--- src/rtl/multicycle_control.sv ---
// Multi-cycle MIPS control FSM: sequences fetch/decode/execute/memory/writeback
// and drives registered datapath enables and mux selects from the latched opcode.
module multicycle_control #(
    parameter int unsigned ALUOP_WIDTH = 3,
    parameter bit          WAIT_MEM    = 1'b1,
    parameter bit          ENABLE_JAL  = 1'b1
) (
    input  logic                   clk,
    input  logic                   reset,
    input  logic [5:0]             OP,
    input  logic                   mem_ready,
    output logic                   PCWrite,
    output logic                   PCWriteCondEQ,
    output logic                   PCWriteCondNE,
    output logic                   IorD,
    output logic                   MemRead,
    output logic                   MemWrite,
    output logic                   IRWrite,
    output logic                   MemtoReg,
    output logic [1:0]             RegDst,
    output logic                   RegWrite,
    output logic                   ALUSrcA,
    output logic [1:0]             ALUSrcB,
    output logic [1:0]             PCSource,
    output logic [ALUOP_WIDTH-1:0] ALUOp,
    output logic                   illegal_op,
    output logic [3:0]             state
);

    typedef enum logic [3:0] {
        StFetch   = 4'd0,
        StDecode  = 4'd1,
        StMemAdr  = 4'd2,
        StMemRd   = 4'd3,
        StMemWb   = 4'd4,
        StMemWr   = 4'd5,
        StExecR   = 4'd6,
        StAluWbR  = 4'd7,
        StExecI   = 4'd8,
        StAluWbI  = 4'd9,
        StBranch  = 4'd10,
        StJump    = 4'd11,
        StJal     = 4'd12,
        StIllegal = 4'd13
    } state_t;

    typedef struct packed {
        logic       pcWrite;
        logic       condEq;
        logic       condNe;
        logic       iorD;
        logic       memRead;
        logic       memWrite;
        logic       irWrite;
        logic       memtoReg;
        logic [1:0] regDst;
        logic       regWrite;
        logic       aluSrcA;
        logic [1:0] aluSrcB;
        logic [1:0] pcSource;
        logic [2:0] aluOp;
        logic       illegal;
    } ctrl_t;

    localparam logic [2:0] AluAdd   = 3'b000;
    localparam logic [2:0] AluSub   = 3'b001;
    localparam logic [2:0] AluLui   = 3'b011;
    localparam logic [2:0] AluAddi  = 3'b100;
    localparam logic [2:0] AluOri   = 3'b101;
    localparam logic [2:0] AluAndi  = 3'b110;
    localparam logic [2:0] AluRtype = 3'b111;

    function automatic ctrl_t decodeCtrl(input state_t st, input logic [5:0] op);
        ctrl_t c;
        c = '0;
        case (st)
            StFetch: begin
                c.memRead = 1'b1;
                c.irWrite = 1'b1;
                c.pcWrite = 1'b1;
                c.aluSrcB = 2'd1;
                c.aluOp   = AluAdd;
            end
            StDecode: begin
                c.aluSrcB = 2'd3;
                c.aluOp   = AluAdd;
            end
            StMemAdr: begin
                c.aluSrcA = 1'b1;
                c.aluSrcB = 2'd2;
                c.aluOp   = AluAdd;
            end
            StMemRd: begin
                c.memRead = 1'b1;
                c.iorD    = 1'b1;
            end
            StMemWb: begin
                c.regWrite = 1'b1;
                c.memtoReg = 1'b1;
            end
            StMemWr: begin
                c.memWrite = 1'b1;
                c.iorD     = 1'b1;
            end
            StExecR: begin
                c.aluSrcA = 1'b1;
                c.aluOp   = AluRtype;
            end
            StAluWbR: begin
                c.regWrite = 1'b1;
                c.regDst   = 2'd1;
            end
            StExecI: begin
                c.aluSrcA = 1'b1;
                c.aluSrcB = 2'd2;
                case (op)
                    6'h0d:   c.aluOp = AluOri;
                    6'h0c:   c.aluOp = AluAndi;
                    6'h0f:   c.aluOp = AluLui;
                    default: c.aluOp = AluAddi;
                endcase
            end
            StAluWbI: c.regWrite = 1'b1;
            StBranch: begin
                c.aluSrcA  = 1'b1;
                c.aluOp    = AluSub;
                c.pcSource = 2'd1;
                c.condEq   = (op == 6'h04);
                c.condNe   = (op == 6'h05);
            end
            StJump: begin
                c.pcWrite  = 1'b1;
                c.pcSource = 2'd2;
            end
            StJal: begin
                c.pcWrite  = 1'b1;
                c.pcSource = 2'd2;
                c.regWrite = 1'b1;
                c.regDst   = 2'd2;
                c.aluOp    = AluAdd;
            end
            StIllegal: c.illegal = 1'b1;
            default: ;
        endcase
        return c;
    endfunction

    state_t     stateQ, stateD;
    ctrl_t      ctrlQ, ctrlOut;
    logic [5:0] opQ, opSel;
    logic       memOk, outEn;

    assign memOk = !WAIT_MEM || mem_ready;
    // Opcode is live during DECODE and latched afterwards, so late IR changes are ignored.
    assign opSel = (stateQ == StDecode) ? OP : opQ;

    always_comb begin
        stateD = StFetch;
        case (stateQ)
            StFetch:  stateD = memOk ? StDecode : StFetch;
            StDecode: begin
                case (OP)
                    6'h00:                      stateD = StExecR;
                    6'h23, 6'h2b:               stateD = StMemAdr;
                    6'h04, 6'h05:               stateD = StBranch;
                    6'h08, 6'h0d, 6'h0c, 6'h0f: stateD = StExecI;
                    6'h02:                      stateD = StJump;
                    6'h03:                      stateD = ENABLE_JAL ? StJal : StIllegal;
                    default:                    stateD = StIllegal;
                endcase
            end
            StMemAdr: stateD = (opQ == 6'h23) ? StMemRd : StMemWr;
            StMemRd:  stateD = memOk ? StMemWb : StMemRd;
            StMemWr:  stateD = memOk ? StFetch : StMemWr;
            StExecR:  stateD = StAluWbR;
            StExecI:  stateD = StAluWbI;
            default:  stateD = StFetch;
        endcase
    end

    // Outputs are registered by decoding the state being entered.
    always_ff @(posedge clk) begin
        if (reset) begin
            stateQ <= StFetch;
            ctrlQ  <= decodeCtrl(StFetch, 6'h00);
            opQ    <= 6'h00;
        end else begin
            stateQ <= stateD;
            ctrlQ  <= decodeCtrl(stateD, opSel);
            if (stateQ == StDecode) begin
                opQ <= OP;
            end
        end
    end

    assign outEn   = !reset && (stateQ <= StIllegal);
    assign ctrlOut = outEn ? ctrlQ : '0;

    // Fetch loads IR and PC only on the cycle the memory delivers the word.
    assign PCWrite       = ctrlOut.pcWrite && (memOk || !ctrlOut.irWrite);
    assign IRWrite       = ctrlOut.irWrite && memOk;
    assign PCWriteCondEQ = ctrlOut.condEq;
    assign PCWriteCondNE = ctrlOut.condNe;
    assign IorD          = ctrlOut.iorD;
    assign MemRead       = ctrlOut.memRead;
    assign MemWrite      = ctrlOut.memWrite;
    assign MemtoReg      = ctrlOut.memtoReg;
    assign RegDst        = ctrlOut.regDst;
    assign RegWrite      = ctrlOut.regWrite;
    assign ALUSrcA       = ctrlOut.aluSrcA;
    assign ALUSrcB       = ctrlOut.aluSrcB;
    assign PCSource      = ctrlOut.pcSource;
    assign ALUOp         = ALUOP_WIDTH'(ctrlOut.aluOp);
    assign illegal_op    = ctrlOut.illegal;
    assign state         = reset ? 4'd0 : stateQ;

endmodule

--- config.mk ---
export PLATFORM = sky130hd
export DESIGN_NAME = multicycle_control
export DESIGN_NICKNAME = d
export VERILOG_FILES = /design/src/rtl/multicycle_control.sv
export SDC_FILE = /design/constraint.sdc
export NUM_CORES = 1
export LEC_CHECK = 0
export CORE_MARGIN = 2
export CORE_UTILIZATION = 35
export DETAILED_ROUTE_END_ITERATION = 10
export GPL_TIMING_DRIVEN = 0
export PLACE_DENSITY = 0.64
export SLEW_MARGIN = 0
export SYNTH_ARGS = -nofsm -noshare
export SYNTH_HDL_FRONTEND = slang
export SYNTH_SLANG_ARGS = --single-unit
--- constraint.sdc ---
create_clock -name clk -period 6.25 [get_ports clk]
set_input_delay 0.9375 -clock clk [delete_from_list [all_inputs] [get_ports clk]]
set_output_delay 0.9375 -clock clk [all_outputs]
set_load 0.05 [all_outputs]
==> results.md, run 1 <==
- Status: finished, final reports clean
- Post-DRT Antenna Nets: 0
- Synth Instances: approximately 190
- Post-cts resize count: 0
- Total gr overflow: 0
- Fin crit period: 3590 ps
- Syn Area/Cell: 8.51 sq um
- Clk_lat worst skew: approximately 280 ps
- Utilization after layout: 46.9%
- Final slew viol count: 0
- Maximum vdd drop: 0.0940 mV
- Clk sinks: 30
- DIE AREA: 5260 sq um
- Synth area leader: dfxtp_1
- Critical path's largest stage delay: about 800 ps
- Post-cts hold buffer count: 0
- RSZ-0062 raised after global routing: no
- Row count: 24
- Top FF cell, synth: dfxtp_1
- GR Util All Layers: between 10% and 20%
- Max H-tree Level: 2
- Startpoint Class: primary input
- Kind of critical path: in2out
- Register area share after synthesis: 36.6%
- Buf/Inv on CP: 3
- PwrDens: 306 nW/um^2
- Mapped Area: around 1600 sq um
- Height of the die: 72.5 microns
- Worst-Margin Slew: 619 ps
- Count of different cell masters after synthesis: 56
- Initial antenna violation count: 0
- Share of cells above drive strength 1: between 10 and 15%
- Cell breakdown of the critical path: clkdlybuf4s50_1 > inv_1 > nand2_1 > and3_1 > clkdlybuf4s50_1
- Core Area: 4440 sq um
- First-pass GRT wire length: 6.20 mm
- N_diodes: 0
- FF+latch count, synth: 30
- CP arrival: 2650 ps
- Num ports: 33
- Area growth, synth to finish: 26.8%
- Leakage power figure: approximately 0.75 nW
- Via Count: 1486
- Buffer count from post-CTS setup fixing: 0
- Die W: 72.5 microns
- DRT Pass-1 Iters: 6
- CTS Buf Count: 5
- Count leader, synth: dfxtp_1
- Largest net degree at the start of global routing: 11
- Fraction of registers with async set/reset: 0%
- # Max-Cap Violations: 0
- # DRC: 0
- FILL cells: 463
- Area of the multi-input gates: 947 sq um
- Max Clock Freq: between 200 and 300 MHz
- Slowest CP cell: clkdlybuf4s50_1
- Initial drt markers: 133
- Initial Util: between 30% and 40%
- Final Skew: 3.31 ps
- Crit path required time: 5310 ps
- Top cell type's share of synthesized area: between 30% and 40%
- Dominant cells by area after synthesis: dfxtp_1 37%, and2_1 7.2%, nor2_1 4.3%
- TritonCTS clock tree: built
- Most used cell along the critical path: clkdlybuf4s50_1
- Gpl congestion: 0.828
- Root buffer cell: clkbuf_8
- Period utilization: a little under three fifths
- YS warnings: 0
- CTS clk-pin slew, worst paths: 60 ps
- Post-synth top cells: 30 x dfxtp_1, 19 x and2_1, 19 x nor2_1
- Design Power: 638 uW
- EDFF count, synth: 0
- Final nets: 237
- Deepest clock path buffer count: 2
- TNS Setup: 0 ps
- # port buffers: 28
- Via-to-Cell Ratio: 5.29
- Crit path max-delay family: buffers and inverters
- FF+latch area: 601 sq um
- Post-DP HPWL: roughly 2.8 mm
- Vias in the first global route: 1285
- Max-slew headroom: 58.7%
- Synth Net Count: 202
- HP Class: reg2reg
- Final setup fails: 0
- Crit-path max FO: 6
- Drt wl/cell: approximately 14 microns
- DRT Wirelength: between 3 and 4 mm
- Crit path capture type: output pin
- Fin. Hold Viols: 0
layer usage:
metal,vias up,wire [microns],GRT usage [%]
met5,-,0,0
met4,0,42,5.56
met3,5,208,3.61
met2,44,1700,24.5
met1,684,1850,19.9
li1,753,-,-
report_power, final:
group	switching, mW	total [mW]	internal (mW)
clock	0.0736	0.162	0.0883
combinational	0.154	0.246	0.0925
sequential	0.0124	0.230	0.217
state kept, by name, indices dropped and copies added, names as in the netlist:
register / cells
stateQ: 4
opQ: 6
ctrlQ: 20
cell usage in the layout (no fill, tap or decap), types with 2 or more instances in the layout:
| master | count |
|---|---|
| a21oi_1 | 10 |
| clkbuf_1 | 7 |
| nor2_1 | 19 |
| clkdlybuf4s50_1 | 28 |
| a31oi_1 | 4 |
| and2_1 | 19 |
| nand3_1 | 3 |
| nor3_1 | 5 |
| and3_1 | 2 |
| nor4_1 | 4 |
| nand2_1 | 17 |
| or3_1 | 2 |
| a311o_1 | 2 |
| o2111ai_1 | 2 |
| buf_4 | 2 |
| clkbuf_8 | 6 |
| xnor2_1 | 4 |
| inv_1 | 6 |
| dfxtp_1 | 30 |
| a211oi_1 | 2 |
| nor2b_1 | 6 |
| buf_2 | 4 |
| nand2b_1 | 5 |
| nand3b_1 | 4 |
path summary, 6_finish.rpt:
check                       start                   end  slack (ps)  cells past startpoint
max                     mem_ready               PCWrite        2660                      5
min             opQ[4]$_SDFF_PP0_     opQ[4]$_SDFF_PP0_         480                      2
max reg2reg  stateQ[3]$_SDFF_PP0_  ctrlQ[19]$_SDFF_PP1_        4070                      6
min reg2reg     opQ[4]$_SDFF_PP0_     opQ[4]$_SDFF_PP0_         480                      2
final cells by class:
type	count	share of cell area (%)
Buffer	14	3.48
Sequential cell	30	28.8
Tap cell	52	3.12
Inverter	6	1.08
Multi-Input combinational cell	143	45.5
Clock buffer	6	3.96
Clock inverter	2	0.601
Timing Repair Buffer	28	13.5
kinds of logic after synthesis:
logic type / after synthesis / share of synthesized area [%]
compound gates: 40 / 21.4
xor+xnor: 4 / 2.13
buf+inv: 20 / 5.79
flops: 30 / 36.6
mux: 2 / 1.29
simple gates: 97 / 32.8
through the flow:
step | setup slack (ps) | hold WS (ps) | cell area [sq um] | instances
2_1_floorplan | 3300 | 449 | 1640 | 193
3_3_place_gp | 2600 | 470 | 1990 | 273
3_5_place_dp | 2630 | 471 | 1990 | 273
4_1_cts | 2620 | 480 | 2080 | 281
5_1_grt | 2500 | 517 | 2080 | 281
6_report | 2660 | 484 | 2080 | 281
worst register-to-register path: stages, from the launching register on:
cell and delay [ps]:
dfxtp_1 490, nand2b_1 190, nor2b_1 190, a311oi_2 570
nor2_1 150, a31oi_1 370, o21ai_2 90
No activity file was read; power rests on OpenSTA's default activity.
==> inputs of run 2 (changes only) <==
==> constraint.sdc (replaced) <==
create_clock -name clk -period 3.3 [get_ports clk]
set_input_delay 0.495 -clock clk [delete_from_list [all_inputs] [get_ports clk]]
set_output_delay 0.495 -clock clk [all_outputs]
set_load 0.05 [all_outputs]
==> results of run 2 <==
The final DEF is identical to that of run 1. Status: finished, final reports clean.
Among the figures that moved: setup slack after placement 2630 ps -> 538 ps; setup slack after layout 2660 ps -> 567 ps; start point of the critical path mem_ready -> stateQ[2]$_SDFF_PP0_; register-to-register setup slack 4070 ps -> 1120 ps; total power 0.638 mW -> 1.21 mW; worst IR drop on VDD 0.0940 mV -> 0.178 mV
